`config.mk`:
```
export PLATFORM = sky130hd
export DESIGN_NAME = mem_stage_ctrl
export DESIGN_NICKNAME = d
export VERILOG_FILES = /design/src/rtl/mem_ctrl_pkg.sv /design/src/rtl/mem_stage_ctrl_timeout_cnt.sv /design/src/rtl/mem_stage_ctrl.sv
export SDC_FILE = /design/constraint.sdc
export NUM_CORES = 1
export LEC_CHECK = 0
export ABC_AREA = 1
export CAP_MARGIN = 0
export CORE_MARGIN = 3
export CORE_UTILIZATION = 44
export CTS_CLUSTER_DIAMETER = 60
export DETAILED_ROUTE_END_ITERATION = 8
export GPL_TIMING_DRIVEN = 0
export PLACE_DENSITY = 0.85
export SYNTH_ARGS = -nofsm -noshare
export SYNTH_HDL_FRONTEND = slang
export SYNTH_SLANG_ARGS = --single-unit
```
`constraint.sdc`:
```
create_clock -name clk -period 2.35 [get_ports clk]
set_input_delay 0.3525 -clock clk [delete_from_list [all_inputs] [get_ports clk]]
set_output_delay 0.3525 -clock clk [all_outputs]
set_load 0.01 [all_outputs]
```
`src/rtl/mem_ctrl_pkg.sv`:
```
// Shared types and constants for the MEM-stage data-memory access controller.
package mem_ctrl_pkg;

  typedef enum logic [1:0] {
    IDLE   = 2'd0,
    ACCESS = 2'd1,
    DONE   = 2'd2
  } state_e;

  localparam logic [1:0] ERR_NONE     = 2'b00;
  localparam logic [1:0] ERR_MISALIGN = 2'b01;
  localparam logic [1:0] ERR_TIMEOUT  = 2'b10;
  localparam logic [1:0] ERR_LDST     = 2'b11;

  localparam int DEFAULT_TIMEOUT = 16;

endpackage

```
`src/rtl/mem_stage_ctrl_timeout_cnt.sv`:
```
// Saturating wait-cycle counter; termCnt flags the last ACCESS cycle allowed before a timeout.
module mem_timeout_cnt
  import mem_ctrl_pkg::*;
#(
  parameter int TIMEOUT = DEFAULT_TIMEOUT,
  localparam int CntW = $clog2(TIMEOUT + 1)
) (
  input  logic            clk,
  input  logic            rst_n,
  input  logic            clear,
  input  logic            enable,
  output logic [CntW-1:0] count,
  output logic            termCnt
);

  localparam logic [CntW-1:0] CntMax  = CntW'(TIMEOUT);
  localparam logic [CntW-1:0] CntTerm = CntW'(TIMEOUT - 1);

  always_ff @(posedge clk or negedge rst_n) begin
    if (!rst_n) begin
      count <= '0;
    end else if (clear) begin
      count <= '0;
    end else if (enable && (count != CntMax)) begin
      count <= count + 1'b1;
    end
  end

  assign termCnt = (count == CntTerm);

endmodule

```
`src/rtl/mem_stage_ctrl.sv`:
```
// MEM-stage controller: issues one data-memory request per load/store, stalls the
// upstream pipeline while it is in flight, and reports load data or access faults.
module mem_stage_ctrl
  import mem_ctrl_pkg::*;
#(
  parameter int DATA_W  = 32,
  parameter int ADDR_W  = 32,
  parameter int TIMEOUT = DEFAULT_TIMEOUT
) (
  input  logic              clk,
  input  logic              rst_n,
  input  logic              ld_in,
  input  logic              st_in,
  input  logic [ADDR_W-1:0] addr_in,
  input  logic [DATA_W-1:0] wdata_in,
  input  logic              mem_ready,
  input  logic [DATA_W-1:0] mem_rdata,
  output logic              mem_req,
  output logic              mem_we,
  output logic [ADDR_W-1:0] mem_addr,
  output logic [DATA_W-1:0] mem_wdata,
  output logic              stall,
  output logic [DATA_W-1:0] ld_data,
  output logic              ld_valid,
  output logic              err,
  output logic [1:0]        err_code,
  output state_e            stateDbg
);

  localparam int CntW = $clog2(TIMEOUT + 1);

  state_e            state;
  state_e            nextState;
  logic              accept;
  logic [1:0]        doneCode;
  logic              weQ;
  logic              cntClear;
  logic              cntEnable;
  logic [CntW-1:0]   cntValue;
  logic              termCnt;
  logic              loadHit;
  logic              timedOut;

  mem_timeout_cnt #(.TIMEOUT(TIMEOUT)) uTimeoutCnt (
    .clk     (clk),
    .rst_n   (rst_n),
    .clear   (cntClear),
    .enable  (cntEnable),
    .count   (cntValue),
    .termCnt (termCnt)
  );

  assign cntClear  = (state == IDLE);
  assign cntEnable = (state == ACCESS) && !mem_ready;
  assign loadHit   = (state == ACCESS) && mem_ready && !weQ;
  assign timedOut  = (state == ACCESS) && !mem_ready && termCnt;
  assign mem_we    = weQ && (state == ACCESS);
  assign stateDbg  = state;

  // Handshake: a request is presented while mem_req is high; it completes in the
  // cycle where mem_req and mem_ready are both high, and the request fields hold until then.
  always_comb begin
    nextState = state;
    stall     = 1'b0;
    mem_req   = 1'b0;
    accept    = 1'b0;
    doneCode  = ERR_NONE;
    unique case (state)
      IDLE: begin
        stall = ld_in | st_in;
        if (ld_in && st_in) begin
          nextState = DONE;
          doneCode  = ERR_LDST;
        end else if (ld_in || st_in) begin
          if (addr_in[1:0] != 2'b00) begin
            nextState = DONE;
            doneCode  = ERR_MISALIGN;
          end else begin
            accept    = 1'b1;
            nextState = ACCESS;
          end
        end
      end
      ACCESS: begin
        stall   = 1'b1;
        mem_req = 1'b1;
        // A completing handshake wins over a coincident terminal count.
        if (mem_ready) begin
          nextState = DONE;
        end else if (termCnt) begin
          nextState = DONE;
          doneCode  = ERR_TIMEOUT;
        end
      end
      DONE: begin
        nextState = IDLE;
      end
      default: begin
        nextState = IDLE;
      end
    endcase
  end

  always_ff @(posedge clk or negedge rst_n) begin
    if (!rst_n) begin
      state     <= IDLE;
      weQ       <= 1'b0;
      mem_addr  <= '0;
      mem_wdata <= '0;
      ld_data   <= '0;
      ld_valid  <= 1'b0;
      err       <= 1'b0;
      err_code  <= ERR_NONE;
    end else begin
      state    <= nextState;
      ld_valid <= 1'b0;
      err      <= 1'b0;
      if (accept) begin
        mem_addr  <= addr_in;
        mem_wdata <= wdata_in;
        weQ       <= st_in;
      end
      if (nextState == DONE) begin
        err_code <= doneCode;
        err      <= (doneCode != ERR_NONE);
        ld_valid <= loadHit;
      end
      if (loadHit) begin
        ld_data <= mem_rdata;
      end else if (timedOut) begin
        ld_data <= '0;
      end
    end
  end

endmodule

```
# Yosys cells after proc, flatten, opt, wreduce, memory -nomap -nowiden
# Cells that the tools add are included.
# totals
register_bits	108
input_bits	101
out_inout_bits	105
word_cells	54
# classes
addsub	1
eq_ne	4
muxes	24
n_bitwise	1
n_reduce_logical	15
# ops
op	count
$mux W32	2
$mux W2	8
$mux W5	2
$mux W1	9
$pmux W2 S2	2
$reduce_bool A2 Y1	4
$logic_and A1 B1 Y1	7
$add A5 B1 Y5 const B	1
$eq A5 B4 Y1 const B	1
$ne A5 B5 Y1 const B	1
$eq A2 B1 Y1 const B	1
$eq A2 B2 Y1 const B	1
$logic_not A1 Y1	2
$logic_not A2 Y1	1
$pmux W1 S2	1
$logic_or A1 B1 Y1	1
$or A1 B1 Y1	1

# Longest topological paths before layout
# logic_depth
depth_word	7
mapped_depth	9
ltp_nobuf	9

# Hierarchy
# From an unflattened synthesis, not the netlist that was laid out.
# hier_totals
hier_cells	499
hier_area_um2	4469.3
# by_module_without_submodules
mod	instances	cells_per_inst	area_each_um2	seq_area_each_um2
mem_stage_ctrl	1	457	4136.5	2577.5
mem_timeout_cnt	1	42	332.8	125.1

# Worst setup path after synthesis
# No wires, ideal clock.
# synth_timing
path_type	flip-flop to flip-flop
start	reg uTimeoutCnt.count[0]
end	reg ld_data[1]
arrival_time_ns	1.312
setup_slack_ns	0.973
path_stages_with_launch	9
path_buffers	1
synth_period_minus_slack_ns	1.377
path_cell_list	dfrtp_1 > ha_1 > nand2_1 > nor2_1 > ha_1 > nand2_2 > buf_2 > nand3_1 > nand2_1
# synth_via
elab_chain_cells	3
# synth_rtl
element	line_no	source
from (decl)	mem_stage_ctrl_timeout_cnt.sv:12	output logic [CntW-1:0] count,
from (signal assigned)	mem_stage_ctrl_timeout_cnt.sv:25	count <= count + 1'b1;
$eq A5 B4 Y1	mem_stage_ctrl_timeout_cnt.sv:29	assign termCnt = (count == CntTerm);
$logic_and A1 B1 Y1	mem_stage_ctrl.sv:56	assign timedOut = (state == ACCESS) && !mem_ready && termCnt;
$reduce_bool A2 Y1 (no source line)	-	
to (signal assigned)	mem_stage_ctrl.sv:129	ld_data <= mem_rdata;
to (decl)	mem_stage_ctrl.sv:23	output logic [DATA_W-1:0] ld_data,
# Every way passes these cells.
# A chain may end at the register's enable or synchronous reset.

# Worst setup path in the final report
# layout_timing
start	reg state[1], in the netlist stateDbg[1]
end	out stall
# layout_via
elab_chain_cells	2
word_cells_on_any_way	3
cone_classes	eq/ne (1); mux (1); reduce/logical (1)
# layout_rtl
element	line_no	source
from (decl)	mem_stage_ctrl.sv:32	state_e state;
from (signal assigned)	mem_stage_ctrl.sv:115	state <= nextState;
$eq A2 B1 Y1 / $logic_not A2 Y1 (equally long branches)	mem_stage_ctrl.sv:68	unique case (state)
$pmux W1 S2 (*)	mem_stage_ctrl.sv:68	
to (decl)	mem_stage_ctrl.sv:22	output logic stall,
# Mark *: on every way between the ends. The rest lies on a longest branch, timed or not.

==> flow_metrics.tcl <==
set metrics [dict create \
    nFillCells 707 \
    rsz0062_at_grt "false" \
    yosysTopAreaCell "dfrtp_1" \
    grt_pass1_vias 4103 \
    hold_violations 0 \
    clockPowerShare 0.179 \
    clock_skew_ns 0.01438 \
    cts_htree_levels 3 \
    port_buffers 205 \
    vias_per_cell 4.759 \
    initial_core_util 0.4593 \
    intPower_uw 4682 \
    cts_tree "built" \
    die_y_um 105.1 \
    endpoint "stall" \
    stdcell_area_sq_um 6789 \
    antenna_left 0 \
    cts_root_buf "clkbuf_8" \
    routedWlPerCell_um 14.97 \
    antenna_found_initial 0 \
    pin_count 206 \
    syn_inst 486 \
    cts_made_buffers 9 \
    r2r_start "uTimeoutCnt.count[0]$_DFFE_PN0P_" \
    gp_congestion 0.8112 \
    rows 35 \
    fin_crit_ns 2.016 \
    cp_max_fo 4 \
    combPwrFrac 0.402 \
    regArea_sq_um 2703 \
    drt_iter0_markers 164 \
    swShare 0.3185 \
    cts_resized 0 \
    fmax_ghz 0.4962 \
    arrival_ns 1.66 \
    grt_pass1_wl_mm 20.46 \
    hold_path.class "register to register" \
    max-clock-path-buffers 2 \
    end_kind "output pin" \
    drv_slew 0 \
    final_util 0.7211 \
    grt_max_degree 66 \
    syn-num-nets 590 \
    clk_latency_ns 0.36 \
    maxCapViolCount 0 \
    synth_top_area_frac 0.6250 \
    slew_headroom 0.6181 \
    drt-total-wl_mm 12.55 \
    gr-total-overflow 0 \
    tightest_slew_ns 0.5728 \
    reg2regPathDepth 8 \
    peakVddDrop_v 0.0004891 \
    grtUsageTotal 0.2332 \
    min_period_over_period 0.8577 \
    power_leakage_uw 0.003339 \
    r2r_slack_ns 0.75 \
    multi_input_area_sq_um 1424 \
    path_clk_slew_ns 0.11 \
    setup_viol 0 \
    dpl.cell_count 821 \
    power.switching_uw 2188 \
    timing.rr.end "ld_data[29]$_DFFE_PN0P_" \
    synth_area_leaders "dfrtp_1 63%, nand2_1 24%, nand3_1 4.7%" \
    status "finished clean" \
    sequentialPowerShare 0.420 \
    cts_sinks 108 \
    path_class "register to output pin" \
    cp-startpoint "stateDbg[1]$_DFF_PN0_" \
    placed_cell_area_sq_um 6563 \
    drcViolationCount 0 \
    synth_warnings 0 \
    ys_types 19 \
    dp_hpwl_mm 9.740 \
    syn_to_final_growth_pct 57.00 \
    design.die.area_sq_um 11050 \
    synth-seq-area-share 0.6250 \
    nets 808 \
    fp.dieW_um 105.1 \
    syn_avg_cell_area_sq_um 8.897 \
    firstDrtPassIters 4 \
    n_antenna_cell 0 \
    worstPathRequired_ns 2.00 \
    syn_area_sq_um 4324 \
    fin_cells 838 \
    drive_gt1_frac 0.06770 \
    cp-start-kind "register" \
    dr_total_vias 3988 \
    power_density_nw_per_um2 1012 \
    core_area_sq_um 9415 \
    ys_seq_elements 108 \
]
through the flow:
stage	worst slack (ns)	total power, uW	TNS, ns	hold WS (ns)
after global placement	-3.010	5576	-324.36	0.4532
final	0.3345	6869	0	0.4770
after floorplan	0.9732	3853	0	0.05691
after detailed placement	0.3705	5697	0	0.3884
after CTS	0.3124	6946	0	0.4812
after global routing	0.2564	7292	0	0.4946
metal layers:
metal / track usage / wire [um] / vias to the layer above
met1: 0.2687 / 4868 / 1862
met2: 0.4019 / 6205 / 176
met3: 0.07350 / 1155 / 22
li1: - / - / 1928
met4: 0.09466 / 318 / 0
met5: 0 / 0 / -
sequential cells by signal, indices dropped and copies added, names as in the netlist:
name and cells:
ld_data 32, mem_addr 32, mem_wdata 32, uTimeoutCnt.count 5
err_code 2, stateDbg 2, err 1, ld_valid 1
weQ 1
worst max-delay path: stages, from the launching register on:
cell             delay (ns)
dfrtp_1                0.43
nor2_4                 0.17
o21ai_2                0.10
nand2_1                0.06
clkdlybuf4s50_1        0.54
Yosys cell counts:
cell and number:
nand2_2 2, nor2_4 3, nand4_1 2, inv_2 3
nand2_1 271, nor3b_1 1, nand3_4 1, o21ai_0 3
clkinv_1 1, inv_1 10, buf_6 4, buf_4 4
buf_2 14, dfrtp_1 108, o21a_1 1, nor2_1 13
nand3_1 41, o21ai_2 1, ha_1 3
worst min path at each step:
stage	end	cells after the start	slack, ns	start
6_report	mem_wdata[7]$_DFFE_PN0P_	2	0.48	mem_wdata[7]$_DFFE_PN0P_
5_1_grt	mem_addr[14]$_DFFE_PN0P_	2	0.49	mem_addr[14]$_DFFE_PN0P_
4_1_cts	mem_wdata[7]$_DFFE_PN0P_	2	0.48	mem_wdata[7]$_DFFE_PN0P_
3_5_place_dp	mem_addr[31]$_DFFE_PN0P_	1	0.39	rst_n
3_3_place_gp	mem_wdata[23]$_DFFE_PN0P_	2	0.45	mem_wdata[23]$_DFFE_PN0P_
2_1_floorplan	err$_DFF_PN0_	0	0.06	rst_n
what timing repair did:
| item | 4_1_cts | 5_1_grt |
|---|---|---|
| endpoints found under the hold margin | 38 | 0 |
| hold buffers | 1 | 0 |
| setup buffers | 0 | 0 |
layout by cell type (no fill, tap or decap), drive strengths merged, types with 3 or more instances in the layout:
cell | Yosys | final
o21ai | 4 | 4
ha | 3 | 3
dfrtp | 108 | 108
nor2 | 16 | 16
inv | 13 | 14
clkdlybuf4s50 | 0 | 204
nand2 | 273 | 273
clkbuf | 0 | 11
nand3 | 42 | 42
buf | 22 | 24
area by class of cell:
cell class	instances	area share
tap	129	0.02377
clock inverter	5	0.01253
timing repair buffer	207	0.3074
inverter	14	0.007741
buffer	22	0.02138
sequential	108	0.3981
multi-input combinational	342	0.2097
clock buffer	11	0.01935
power by group through the flow:
stage               registers [uW]  logic (uW)  clock network [uW]
floorplan                     3210         647                   0
global placement              2870        2700                   0
detailed placement            2910        2790                   0
CTS                           2880        2800                1270
global route                  2960        2990                1330
finish                        2880        2760                1230
cell families (layout without fill, tap and decap cells):
kind of cell | count (synthesis) | count (layout) | share of synthesized area
AND/OR/NAND/NOR | 334 | 334 | 0.3134
flip-flops | 108 | 108 | 0.6250
buffers and inverters | 36 | 259 | 0.04572
AO/OA/AOI/OAI | 5 | 5 | 0.007234
adder cells (fa/ha/maj) | 3 | 3 | 0.008681
Note: power is estimated with default switching activity, not from simulation.
